$ cat config.mk
export PLATFORM = sky130hd
export DESIGN_NAME = bsg_link_reset_sequencer
export DESIGN_NICKNAME = d
export VERILOG_FILES = /design/src/rtl/bsg_link_reset_sequencer.sv
export SDC_FILE = /design/constraint.sdc
export NUM_CORES = 1
export LEC_CHECK = 0
export BUFFER_PORTS_ARGS = -buffer_cell sky130_fd_sc_hd__buf_2
export CAP_MARGIN = 20
export CORE_MARGIN = 5
export CORE_UTILIZATION = 47
export CTS_CLUSTER_DIAMETER = 100
export DETAILED_ROUTE_END_ITERATION = 16
export MAX_ROUTING_LAYER = met4
export PLACE_DENSITY = 0.76
export SKIP_LAST_GASP = 1
export SLEW_MARGIN = 20
export SYNTH_ARGS = -nofsm -noshare
export SYNTH_HDL_FRONTEND = slang
export SYNTH_SLANG_ARGS = --single-unit
$ cat constraint.sdc
create_clock -name clk_i -period 3.3 [get_ports clk_i]
set_clock_uncertainty 0.2 [all_clocks]
set_input_delay 0.66 -clock clk_i [delete_from_list [all_inputs] [get_ports clk_i]]
set_output_delay 0.66 -clock clk_i [all_outputs]
set_load 0.02 [all_outputs]
$ cat src/rtl/bsg_link_reset_sequencer.sv
// Timed reset sequencer for a bsg_link endpoint pair and its core-side logic.
// Optional feature: define BSG_LINK_RESET_SEQ_RETRAIN_EN to add the retrain_i port.
module bsg_link_reset_sequencer #(
    parameter  int wait_cycles_p = 64,
    localparam int cnt_width_lp  = (wait_cycles_p > 1) ? $clog2(wait_cycles_p) : 1
) (
    input  logic clk_i,
    input  logic reset_i,
    input  logic start_i,
`ifdef BSG_LINK_RESET_SEQ_RETRAIN_EN
    input  logic retrain_i,
`endif
    output logic token_reset_o,
    output logic uplink_reset_o,
    output logic downlink_reset_o,
    output logic downstream_reset_o,
    output logic core_reset_o,
    output logic busy_o,
    output logic done_o
);

    typedef enum logic [2:0] {
        IDLE       = 3'd0,
        HOLD       = 3'd1,
        TOKEN      = 3'd2,
        UPLINK     = 3'd3,
        DOWNLINK   = 3'd4,
        DOWNSTREAM = 3'd5,
        DONE       = 3'd6
    } state_e;

    localparam logic [cnt_width_lp-1:0] last_cnt_lp = cnt_width_lp'(wait_cycles_p - 1);

    state_e                  state_r;
    state_e                  state_next_s;
    logic [cnt_width_lp-1:0] cnt_r;
    logic [cnt_width_lp-1:0] cnt_next_s;
    logic                    phase_last_s;
    logic                    restart_s;
    logic [6:0]              outs_s;

    assign phase_last_s = (cnt_r == last_cnt_lp);

    // State and phase counter register
    always_ff @(posedge clk_i or posedge reset_i) begin
        if (reset_i) begin
            state_r <= IDLE;
            cnt_r   <= {cnt_width_lp{1'b0}};
        end else begin
            state_r <= state_next_s;
            cnt_r   <= cnt_next_s;
        end
    end

    // Next-state and next-counter decode
    always_comb begin
        state_next_s = state_r;
        restart_s    = 1'b0;
        case (state_r)
            IDLE: begin
                if (start_i) begin
                    state_next_s = HOLD;
                end else begin
                    state_next_s = IDLE;
                end
            end
            HOLD: begin
                if (phase_last_s) begin
                    state_next_s = TOKEN;
                end else begin
                    state_next_s = HOLD;
                end
            end
            TOKEN: begin
                if (phase_last_s) begin
                    state_next_s = UPLINK;
                end else begin
                    state_next_s = TOKEN;
                end
            end
            UPLINK: begin
                if (phase_last_s) begin
                    state_next_s = DOWNLINK;
                end else begin
                    state_next_s = UPLINK;
                end
            end
            DOWNLINK: begin
                if (phase_last_s) begin
                    state_next_s = DOWNSTREAM;
                end else begin
                    state_next_s = DOWNLINK;
                end
            end
            DOWNSTREAM: begin
                if (phase_last_s) begin
                    state_next_s = DONE;
                end else begin
                    state_next_s = DOWNSTREAM;
                end
            end
            DONE: begin
                if (start_i) begin
                    state_next_s = HOLD;
                end else begin
                    state_next_s = DONE;
                end
            end
            default: begin
                state_next_s = IDLE;
            end
        endcase

`ifdef BSG_LINK_RESET_SEQ_RETRAIN_EN
        // Retrain overrides both phase advance and start, and restarts HOLD timing
        if (retrain_i) begin
            state_next_s = HOLD;
            restart_s    = 1'b1;
        end else begin
            restart_s    = 1'b0;
        end
`endif

        if (restart_s || (state_next_s != state_r)) begin
            cnt_next_s = {cnt_width_lp{1'b0}};
        end else if (busy_o && !phase_last_s) begin
            cnt_next_s = cnt_r + cnt_width_lp'(1);
        end else begin
            cnt_next_s = cnt_r;
        end
    end

    // Output decode from the state register only
    always_comb begin
        outs_s = 7'b0111100;
        case (state_r)
            IDLE:       outs_s = 7'b0111100;
            HOLD:       outs_s = 7'b0111110;
            TOKEN:      outs_s = 7'b1111110;
            UPLINK:     outs_s = 7'b0011110;
            DOWNLINK:   outs_s = 7'b0001110;
            DOWNSTREAM: outs_s = 7'b0000110;
            DONE:       outs_s = 7'b0000001;
            default:    outs_s = 7'b0111100;
        endcase
    end

    assign token_reset_o      = outs_s[6];
    assign uplink_reset_o     = outs_s[5];
    assign downlink_reset_o   = outs_s[4];
    assign downstream_reset_o = outs_s[3];
    assign core_reset_o       = outs_s[2];
    assign busy_o             = outs_s[1];
    assign done_o             = outs_s[0];

endmodule
==> out/metrics.cfg <==
[status]
status=completed

[placement]
gp_congestion=0.9640
place.port_buffers=9
dp_slack_ns=1.045
hpwlAfterDp_um=979.1
place_area_sq_um=670.6
placed_cells=94

[clock_network]
cts_max_path_buffers=2
cts_tree=done
cts_setup_buffers=0
ctsHtreeMaxLevel=1
cts_buffers=3
cts_sinks=9
clk_latency_ns=0.27
cts_resized=0
root_buffer=clkbuf_4
ctsHoldBuffers=0
path_clk_slew_ns=0.06

[global_route]
grt_pass1_wl_mm=2.187
grt_max_degree=16
antenna_found_initial=0
grt_overflow=0
grt_pass1_vias=482
grt_usage=0.1476

[setup_path]
cp-start-kind=flip-flop
cp.required_ns=2.44
cp_max_fo=15
slowest_stage=dfrtp_1
critPathMaxStageDelay_ns=0.62
cp.arrival_ns=1.70
cp-end-kind=output port
path_class=reg2out
cp_cell_sequence=nand2_1 -> or2_2 -> inv_1 -> buf_2
r2r_setup_slack_ns=1.55

[power_and_ir_drop]
powerDensity_nw_per_um2=849.7
switchingPower_uw=274.6
combPwrFrac=0.445
p_int_uw=318.6
seqPwrFrac=0.409
finalPower_uw=593.2
sw_frac_of_total=0.4629
p_leak_nw=0.3109
peakVddDrop_v=0.0004237
clock_power_share=0.146

[final_layout]
regArea_sq_um=225.2
drive_above_1_share=0.2289
multi_input_area_sq_um=351.6
fin_cells=98
post-route-util=0.5365
fin_area_sq_um=698.2
n_fill_cell=131
area_growth_pct=8.985
final_nets=88
num_antenna_cells=0

[yosys]
synthArstFlopShare=1.000
yosysWarnings=0
ys_top_cells_by_count=dfrtp_1, nand2_1, inv_1
synth_ff_type=dfrtp_1
synth.distinct_cells=34
synthCells=74
syn_avg_cell_area_sq_um=8.657
synth_area_sq_um=640.6
synth_seq_cells=9
syn_nets=78
synth_area_leaders=dfrtp_1, nand2_1, inv_1
yosysTopAreaCellShare=0.3516
synth_seq_area_share=0.3516
synth_top_cell_by_area=dfrtp_1
synth_edf_count=0

[floorplan]
die_h_um=46.92
die_x_um=46.92
die_area_sq_um=2201
core_sq_um=1301
rows=13
ios=10
start_util=0.4923

[sta]
worst_pin_slew_ns=0.4506
finalHoldViolations=0
slew_violations=0
setup_tns_ns=0
setup_violations=0
fin_crit_sh=0.7772
rsz0062_at_grt=no
setup_slack_ns=0.7351
fmax_ghz=0.3899
min_period_ns=2.565
fin_hold_ws_ns=0.1530
relSlewSlack=0.6996

[routing]
drc=0
drt-pass1-iter-count=4
wl_mm=1.322
via_per_inst=5.898
antenna_left=0
vias=578
drt_iter0_markers=12
wl_per_cell_um=13.49

[job]
maxCapViolations=0

[min_path]
hp-class=in2async

[routing by layer]
layer,up-vias,GRT usage,routed length (um)
li1,283,-,-
met5,-,-,0
met3,5,0.03448,92
met2,22,0.2222,654
met4,0,0.06630,25
met1,268,0.1865,549
[path summary, 6_finish.rpt]
kind                                  from          to  cells past startpoint
worst max-delay path            state_r[2]      done_o                      4
worst min-delay path               reset_i  state_r[2]                      2
worst max register to register    cnt_r[0]  state_r[0]                      4
worst min register to register    cnt_r[0]    cnt_r[0]                      1
max in group asynchronous          reset_i    cnt_r[3]                      2
min in group clk_i                cnt_r[0]    cnt_r[0]                      1
[worst max-delay path, delay by kind of cell, from the launching register on]
| family | cells | cell delay [ns] |
|---|---|---|
| DFF | 1 | 0.62 |
| buffers and inverters | 2 | 0.20 |
| and+or+nand+nor | 2 | 0.61 |
[flip-flops by register name (all words and copies together) (netlist names)]
signal / count
cnt_r: 6
state_r: 3
[layout by cell type (no fill, tap or decap)]
master	count
a21oi_1	1
a221o_1	2
a221oi_2	1
a311oi_1	1
a31oi_1	2
a32oi_1	1
and2_1	1
and2b_2	1
and3b_1	1
and4_2	1
buf_2	9
clkbuf_4	3
clkinv_2	1
dfrtp_1	9
ha_1	1
inv_1	8
nand2_1	9
nand3_1	5
nand3b_1	1
nand4_2	1
nand4b_1	1
nor2_1	3
nor2b_1	1
nor3_1	2
o211ai_1	2
o21ai_0	4
o22ai_1	1
o2bb2ai_1	1
o311ai_0	1
o31ai_1	1
or2_2	2
or3_1	1
xnor2_1	2
xor2_1	2
[power by group through the flow]
stage | sequential, mW | combinational [mW] | clock (mW)
2_1_floorplan | 0.203 | 0.250 | 0
3_3_place_gp | 0.240 | 0.258 | 0
3_5_place_dp | 0.243 | 0.265 | 0
5_1_grt | 0.256 | 0.294 | 0.0967
6_report | 0.242 | 0.264 | 0.0867
4_1_cts | 0.240 | 0.265 | 0.0878
[cell type report]
class | count | area share
Clock buffer | 3 | 0.03226
Clock inverter | 1 | 0.007168
Inverter | 8 | 0.04301
Multi-Input combinational cell | 53 | 0.5036
Sequential cell | 9 | 0.3226
Tap cell | 15 | 0.02688
Timing Repair Buffer | 9 | 0.06452
[kinds of logic after synthesis]
logic type,count (synthesis),share of synthesized area
XOR/XNOR,4,0.05470
flip-flops,9,0.3516
AO/OA/AOI/OAI,18,0.2129
adder cells (fa/ha/maj),1,0.01953
buffers and inverters,12,0.09961
AND/OR/NAND/NOR,30,0.2617
(Power assumes the default switching activity.)
